`src/rtl/des_cmd_pkg.sv`:
```
// des_cmd_pkg: command codes, status codes and sequencer state encoding shared with the DES wrapper.
package des_cmd_pkg;
    localparam logic [31:0] CMD_READ_SEED          = 32'd1;
    localparam logic [31:0] CMD_READ_POLY          = 32'd2;
    localparam logic [31:0] CMD_READ_INPUT_MASK    = 32'd3;
    localparam logic [31:0] CMD_READ_OUTPUT_MASK   = 32'd4;
    localparam logic [31:0] CMD_READ_COUNTER_LIMIT = 32'd5;
    localparam logic [31:0] CMD_START              = 32'd6;
    localparam logic [31:0] CMD_RESTART            = 32'd7;

    localparam logic [1:0] STAT_OK     = 2'd0;
    localparam logic [1:0] STAT_ABORT  = 2'd1;
    localparam logic [1:0] STAT_HS_TO  = 2'd2;
    localparam logic [1:0] STAT_RUN_TO = 2'd3;

    localparam logic [2:0] S_IDLE        = 3'd0;
    localparam logic [2:0] S_CMD_ASSERT  = 3'd1;
    localparam logic [2:0] S_CMD_RELEASE = 3'd2;
    localparam logic [2:0] S_WAIT_DONE   = 3'd3;
    localparam logic [2:0] S_CAPTURE     = 3'd4;
    localparam logic [2:0] S_RST_ASSERT  = 3'd5;
    localparam logic [2:0] S_RST_RELEASE = 3'd6;
    localparam logic [2:0] S_RESULT      = 3'd7;

    // Command index 0..5 maps onto SEED..START.
    function automatic logic [31:0] cmd_code(input logic [2:0] idx);
        return {29'd0, idx} + 32'd1;
    endfunction
endpackage

```
`src/rtl/des_cmd_handshake.sv`:
```
// des_cmd_handshake: four-phase cmd_valid/cmd_read master that holds cmd/data and times out each edge wait.
module des_cmd_handshake #(
    parameter int HS_TIMEOUT = 64
) (
    input  logic        clk,
    input  logic        rst_n,
    input  logic        start,
    input  logic [31:0] cmd_in,
    input  logic [63:0] data_in,
    input  logic        cmd_read,
    output logic        cmd_valid,
    output logic [31:0] cmd,
    output logic [63:0] data,
    output logic        complete,
    output logic        timeout
);
    localparam int TW = $clog2(HS_TIMEOUT);
    localparam logic [1:0] P_IDLE = 2'd0, P_ASSERT = 2'd1, P_RELEASE = 2'd2;

    logic [1:0]    phase;
    logic [TW-1:0] timer;
    logic          progress, expired;

    assign cmd_valid = phase == P_ASSERT;
    assign progress  = phase == P_ASSERT ? cmd_read : !cmd_read;
    assign expired   = timer == TW'(HS_TIMEOUT - 1);
    assign complete  = phase == P_RELEASE && !cmd_read;
    assign timeout   = phase != P_IDLE && !progress && expired;

    // cmd/data stay put after release so the wrapper never sees a glitch while it still loads.
    always_ff @(posedge clk) begin
        if (!rst_n) begin
            phase <= P_IDLE;
            timer <= '0;
            cmd   <= '0;
            data  <= '0;
        end else if (start) begin
            phase <= P_ASSERT;
            timer <= '0;
            cmd   <= cmd_in;
            data  <= data_in;
        end else if (phase != P_IDLE) begin
            if (progress) begin
                phase <= phase == P_ASSERT ? P_RELEASE : P_IDLE;
                timer <= '0;
            end else if (expired) begin
                phase <= P_IDLE;
            end else begin
                timer <= timer + TW'(1);
            end
        end
    end
endmodule

```
`src/rtl/des_job_sequencer.sv`:
```
// des_job_sequencer: replays a job descriptor to the DES wrapper as SEED..START, waits for done,
// captures the counter, issues RESTART and returns the result on a valid/ready port.
module des_job_sequencer
    import des_cmd_pkg::*;
#(
    parameter int HS_TIMEOUT       = 64,
    parameter int RUN_TIMEOUT_BITS = 40
) (
    input  logic        clk,
    input  logic        rst_n,
    input  logic        job_valid,
    output logic        job_ready,
    input  logic [63:0] job_seed,
    input  logic [63:0] job_poly,
    input  logic [63:0] job_mask_i,
    input  logic [63:0] job_mask_o,
    input  logic [63:0] job_limit,
    input  logic        abort,
    output logic        res_valid,
    input  logic        res_ready,
    output logic [63:0] res_counter,
    output logic [1:0]  res_status,
    output logic        busy,
    output logic [31:0] cmd,
    output logic        cmd_valid,
    output logic [31:0] data_upper,
    output logic [31:0] data_lower,
    input  logic        cmd_read,
    input  logic        done,
    input  logic [63:0] counter
);
    logic [2:0]                  state, cmd_idx;
    logic [63:0]                 poly, mask_i, mask_o, limit;
    logic [RUN_TIMEOUT_BITS-1:0] run_cnt;
    logic                        accept, hs_start, hs_complete, hs_timeout;
    logic [31:0]                 hs_cmd;
    logic [63:0]                 hs_data, hs_out;

    assign accept = state == S_IDLE && job_valid && job_ready;
    assign busy   = state != S_IDLE && state != S_RESULT;
    assign {data_upper, data_lower} = hs_out;

    // The seed goes straight from the port into the handshake on acceptance, so it needs no copy here.
    always_comb begin
        hs_start = accept || (state == S_CMD_RELEASE && hs_complete && cmd_idx != 3'd5) ||
                   (state == S_WAIT_DONE && !done && (abort || &run_cnt)) || state == S_CAPTURE;
        hs_cmd   = state == S_IDLE ? CMD_READ_SEED :
                   state == S_CMD_RELEASE ? cmd_code(cmd_idx + 3'd1) : CMD_RESTART;
        hs_data  = state == S_IDLE ? job_seed :
                   state != S_CMD_RELEASE ? 64'd0 :
                   cmd_idx == 3'd0 ? poly :
                   cmd_idx == 3'd1 ? mask_i :
                   cmd_idx == 3'd2 ? mask_o :
                   cmd_idx == 3'd3 ? limit : 64'd0;
    end

    des_cmd_handshake #(.HS_TIMEOUT(HS_TIMEOUT)) u_hs (
        .clk      (clk),
        .rst_n    (rst_n),
        .start    (hs_start),
        .cmd_in   (hs_cmd),
        .data_in  (hs_data),
        .cmd_read (cmd_read),
        .cmd_valid(cmd_valid),
        .cmd      (cmd),
        .data     (hs_out),
        .complete (hs_complete),
        .timeout  (hs_timeout)
    );

    always_ff @(posedge clk) begin
        if (accept) begin
            poly   <= job_poly;
            mask_i <= job_mask_i;
            mask_o <= job_mask_o;
            limit  <= job_limit;
        end
    end

    always_ff @(posedge clk) begin
        if (!rst_n) begin
            state       <= S_IDLE;
            job_ready   <= 1'b1;
            res_valid   <= 1'b0;
            res_counter <= '0;
            res_status  <= STAT_OK;
            cmd_idx     <= '0;
            run_cnt     <= '0;
        end else if (hs_timeout) begin
            state       <= S_RESULT;
            res_valid   <= 1'b1;
            res_status  <= STAT_HS_TO;
            res_counter <= '0;
        end else begin
            case (state)
                S_IDLE: if (accept) begin
                    cmd_idx     <= '0;
                    job_ready   <= 1'b0;
                    res_counter <= '0;
                    res_status  <= STAT_OK;
                    state       <= S_CMD_ASSERT;
                end
                S_CMD_ASSERT: if (cmd_read) state <= S_CMD_RELEASE;
                S_CMD_RELEASE: if (hs_complete) begin
                    if (cmd_idx == 3'd5) begin
                        run_cnt <= '0;
                        state   <= S_WAIT_DONE;
                    end else begin
                        cmd_idx <= cmd_idx + 3'd1;
                        state   <= S_CMD_ASSERT;
                    end
                end
                // done outranks abort and the run-timeout when they coincide.
                S_WAIT_DONE: begin
                    run_cnt <= run_cnt + RUN_TIMEOUT_BITS'(1);
                    if (done) begin
                        state <= S_CAPTURE;
                    end else if (abort) begin
                        res_status <= STAT_ABORT;
                        state      <= S_RST_ASSERT;
                    end else if (&run_cnt) begin
                        res_status <= STAT_RUN_TO;
                        state      <= S_RST_ASSERT;
                    end
                end
                S_CAPTURE: begin
                    res_counter <= counter;
                    state       <= S_RST_ASSERT;
                end
                S_RST_ASSERT: if (cmd_read) state <= S_RST_RELEASE;
                S_RST_RELEASE: if (hs_complete) begin
                    res_valid <= 1'b1;
                    state     <= S_RESULT;
                end
                default: if (res_ready) begin
                    res_valid <= 1'b0;
                    job_ready <= 1'b1;
                    state     <= S_IDLE;
                end
            endcase
        end
    end
endmodule
```
`config.mk`:
```
export PLATFORM = sky130hd
export DESIGN_NAME = des_job_sequencer
export DESIGN_NICKNAME = d
export VERILOG_FILES = /design/src/rtl/des_cmd_pkg.sv /design/src/rtl/des_cmd_handshake.sv /design/src/rtl/des_job_sequencer.sv
export SDC_FILE = /design/constraint.sdc
export NUM_CORES = 1
export LEC_CHECK = 0
export CAP_MARGIN = 20
export CORE_ASPECT_RATIO = 1.4
export CORE_MARGIN = 5
export CORE_UTILIZATION = 34
export CTS_CLUSTER_SIZE = 12
export DETAILED_ROUTE_END_ITERATION = 8
export PLACE_DENSITY = 0.62
export SETUP_SLACK_MARGIN = 0.15
export SLEW_MARGIN = 0
export SYNTH_ARGS = -nofsm -noshare
export SYNTH_HDL_FRONTEND = slang
export SYNTH_SLANG_ARGS = --single-unit
```
`constraint.sdc`:
```
create_clock -name clk -period 86 [get_ports clk]
set_input_delay 17.2 -clock clk [delete_from_list [all_inputs] [get_ports clk]]
set_output_delay 17.2 -clock clk [all_outputs]
set_load 0.005 [all_outputs]
```
==> impl_metrics.sql <==
INSERT INTO impl_metrics (metric_group, metric, value, unit) VALUES
('status', 'outcome', 'finished clean', ''),
('place', 'hpwlAfterDp', '38900', 'microns'),
('detailed_routing', 'wl_met1', '21700', 'microns'),
('detailed_routing', 'drt_iter0_markers', '856', ''),
('yosys', 'yosys.cell_count.top_type', 'sky130_fd_sc_hd__edfxtp_1', ''),
('sta', 'max_freq', '0.0504', 'GHz'),
('floorplanning', 'full_die_area', '57300', 'sq um'),
('sta', 'timing_max_transition_violations_final', '0', ''),
('pwr', 'power_density', '22.8', 'nW/um^2'),
('detailed_routing', 'wl_met2', '29600', 'microns'),
('clock_network', 'clockBufferDepth', '3', ''),
('yosys', 'synth_fa_ha_area_share', '0.561', '%'),
('finish', 'share_of_the_core_filled_with_cells', '48.0', '%'),
('yosys', 'ys.flop_type', 'sky130_fd_sc_hd__edfxtp_1', ''),
('yosys', 'ys_top_cells_by_count', 'sky130_fd_sc_hd__edfxtp_1, sky130_fd_sc_hd__dfxtp_1, sky130_fd_sc_hd__nor2_1', ''),
('clock_network', 'clk-insertion-delay-late', '0.57', 'ns'),
('pwr', 'p_leak', '8.23', 'nW'),
('floorplanning', 'initial_core_util', '34.3', '%'),
('yosys', 'yosys.cell_types.count', '52', ''),
('critical_path', 'critical-path-max-stage-delay', '0.90', 'ns'),
('yosys', 'post_synth_and_or_nand_nor_area_fraction', '11.9', '%'),
('clock_network', 'cts.clk_slew.worst_paths', '0.06', 'ns'),
('detailed_routing', 'maxUsedRoutingLayer', 'met5', ''),
('yosys', 'netlist_area_pre_place', '17900', 'sq um'),
('yosys', 'post_synth_mux_area_share', '0.0561', '%'),
('critical_path', 'worstPathBufferInverterCount', '3', ''),
('detailed_routing', 'detailroute.via_count', '14000', ''),
('floorplanning', 'design.core.area', '52000', 'sq um'),
('critical_path', 'worstPathCellList', 'clkdlybuf4s50_1 > nand2_1 > nor4_2 > buf_12 > buf_4', ''),
('detailed_routing', 'wl', '57200', 'microns'),
('critical_path', 'setup.worst_path.class', 'primary input to flip-flop', ''),
('finish', 'drive_above_1_share', '5.40', '%'),
('floorplanning', 'fp.dieH', '281', 'microns'),
('finish', 'finish.net_count', '2424', ''),
('critical_path', 'worst_r2r_startpoint', 'state[0]$_SDFFE_PN0P_', ''),
('sta', 'final.period_utilization', '23.1', '%'),
('floorplanning', 'die_w', '204', 'microns'),
('critical_path', 'slowest_stage', 'sky130_fd_sc_hd__buf_4', ''),
('place', 'place.gp.congestion', '0.808', ''),
('detailed_routing', 'met3WireLength', '4250', 'microns'),
('yosys', 'synth_compound_gate_area_share', '16.3', '%'),
('yosys', 'synthDominantAreaCellType', 'sky130_fd_sc_hd__edfxtp_1', ''),
('clock_network', 'cts-resized-gates', '0', ''),
('global_route', 'antenna_violations_before_repair', '8', ''),
('detailed_routing', 'detailedRoute.firstPassIterationCount', '5', ''),
('clock_network', 'tritoncts_num_sinks', '446', ''),
('pwr', 'power.total', '570', 'uW'),
('pwr', 'irDropWorstVdd', '0.0174', 'mV'),
('sta', 'period_needed', '19.83', 'ns'),
('clock_network', 'cts_hold_buf', '0', ''),
('critical_path', 'setup.worst_path.end_class', 'flip-flop', ''),
('detailed_routing', 'antenna_violating_nets_post_route', '0', ''),
('yosys', 'synth_largest_type_area_fraction', '43.1', '%'),
('yosys', 'synth-seq-cells', '446', ''),
('yosys', 'yosys_warnings', '0', ''),
('yosys', 'synthXorXnorAreaFrac', '2.01', '%'),
('sta', 'timing_hold_violations_final', '0', ''),
('yosys', 'synth_area_leaders', 'sky130_fd_sc_hd__edfxtp_1, sky130_fd_sc_hd__dfxtp_1, sky130_fd_sc_hd__a21oi_1, sky130_fd_sc_hd__nor2_1, sky130_fd_sc_hd__a2bb2oi_1', ''),
('detailed_routing', 'wire_per_inst', '21.0', 'microns'),
('sta', 'max_slew_margin', '3.46', '%'),
('yosys', 'combinational_family_with_the_most_area_after_synthesis', 'compound AO/OA/AOI/OAI gates', ''),
('global_route', 'global_route.usage.total', '19.0', '%'),
('sta', 'pin_slew_with_the_least_headroom_to_its_limit', '1.45', 'ns'),
('critical_path', 'worst-endpoint-required', '86.18', 'ns'),
('clock_network', 'cts-htree-levels', '2', ''),
('run', 'cap_violations', '0', ''),
('clock_network', 'cts_tree', 'yes', ''),
('detailed_routing', 'remaining_drc_errors', '0', ''),
('floorplanning', 'pin_count', '557', ''),
('clock_network', 'cts_setup_buffers', '0', ''),
('clock_network', 'clock_tree.root_cell', 'sky130_fd_sc_hd__clkbuf_16', '');
## placed cells by master (no fill, tap or decap), types with 65 or more instances in the layout
master	count
sky130_fd_sc_hd__nand2_1	90
sky130_fd_sc_hd__nor2_1	184
sky130_fd_sc_hd__edfxtp_1	256
sky130_fd_sc_hd__clkdlybuf4s50_1	527
sky130_fd_sc_hd__a21oi_1	143
sky130_fd_sc_hd__dfxtp_1	190
sky130_fd_sc_hd__o21ai_0	74
sky130_fd_sc_hd__nand3_1	79
sky130_fd_sc_hd__a22oi_1	65
## routing by layer
layer	vias up	track usage, %
met5	-	0
met4	2	6.21
met3	91	5.54
met2	511	34.1
met1	6743	21.6
li1	6662	-
## final timing paths
check	slack [ns]	cells past startpoint	to
max	66.17	5	mask_o[27]$_DFFE_PP_
min	0.48	1	res_status[0]$_SDFFE_PP0P_
max reg2reg	82.68	3	mask_o[27]$_DFFE_PP_
min reg2reg	0.48	1	res_status[0]$_SDFFE_PP0P_
## cell type report
type / instances / area, sq um
tap: 656 / 821
clock buffer: 74 / 1370
timing repair buffer: 545 / 5450
fill: 4701 / 27100
sequential: 446 / 11500
clock inverter: 6 / 61.3
antenna: 8 / 20.0
multi-input combinational: 967 / 5690
inverter: 19 / 71.3
## state kept, by name, indices dropped and copies added, names as in the netlist, 6 cells and up
name and count:
limit 64, mask_i 64, mask_o 64, poly 64, res_counter 64, u_hs.data 64
run_cnt 40, u_hs.timer 6
## power by group
| part | switching [mW] | internal, mW | total [mW] |
|---|---|---|---|
| Combinational | 0.0576 | 0.0485 | 0.106 |
| Sequential | 0.0113 | 0.261 | 0.272 |
| Clock | 0.0826 | 0.109 | 0.191 |
| Total | 0.151 | 0.418 | 0.570 |
## logic make-up (layout without fill, tap and decap cells)
family | after synthesis | after routing
compound gates | 439 | 439
flops | 446 | 446
other cells | 1 | 36
mux | 1 | 1
fa+ha+maj | 8 | 8
buf+inv | 171 | 644
simple gates | 450 | 450
xor+xnor | 41 | 41
## through the flow
stage	std cells	area [sq um]	hold WS (ns)	setup WS, ns
floorplan	1584	18000	0.456	39.12
CTS	2713	24900	0.481	66.40
detailed placement	2633	23500	0.467	65.79
global placement	2631	23500	0.457	65.77
global route	2720	25000	0.503	66.11
finish	2721	25000	0.480	66.17
(Power assumes the default switching activity.)
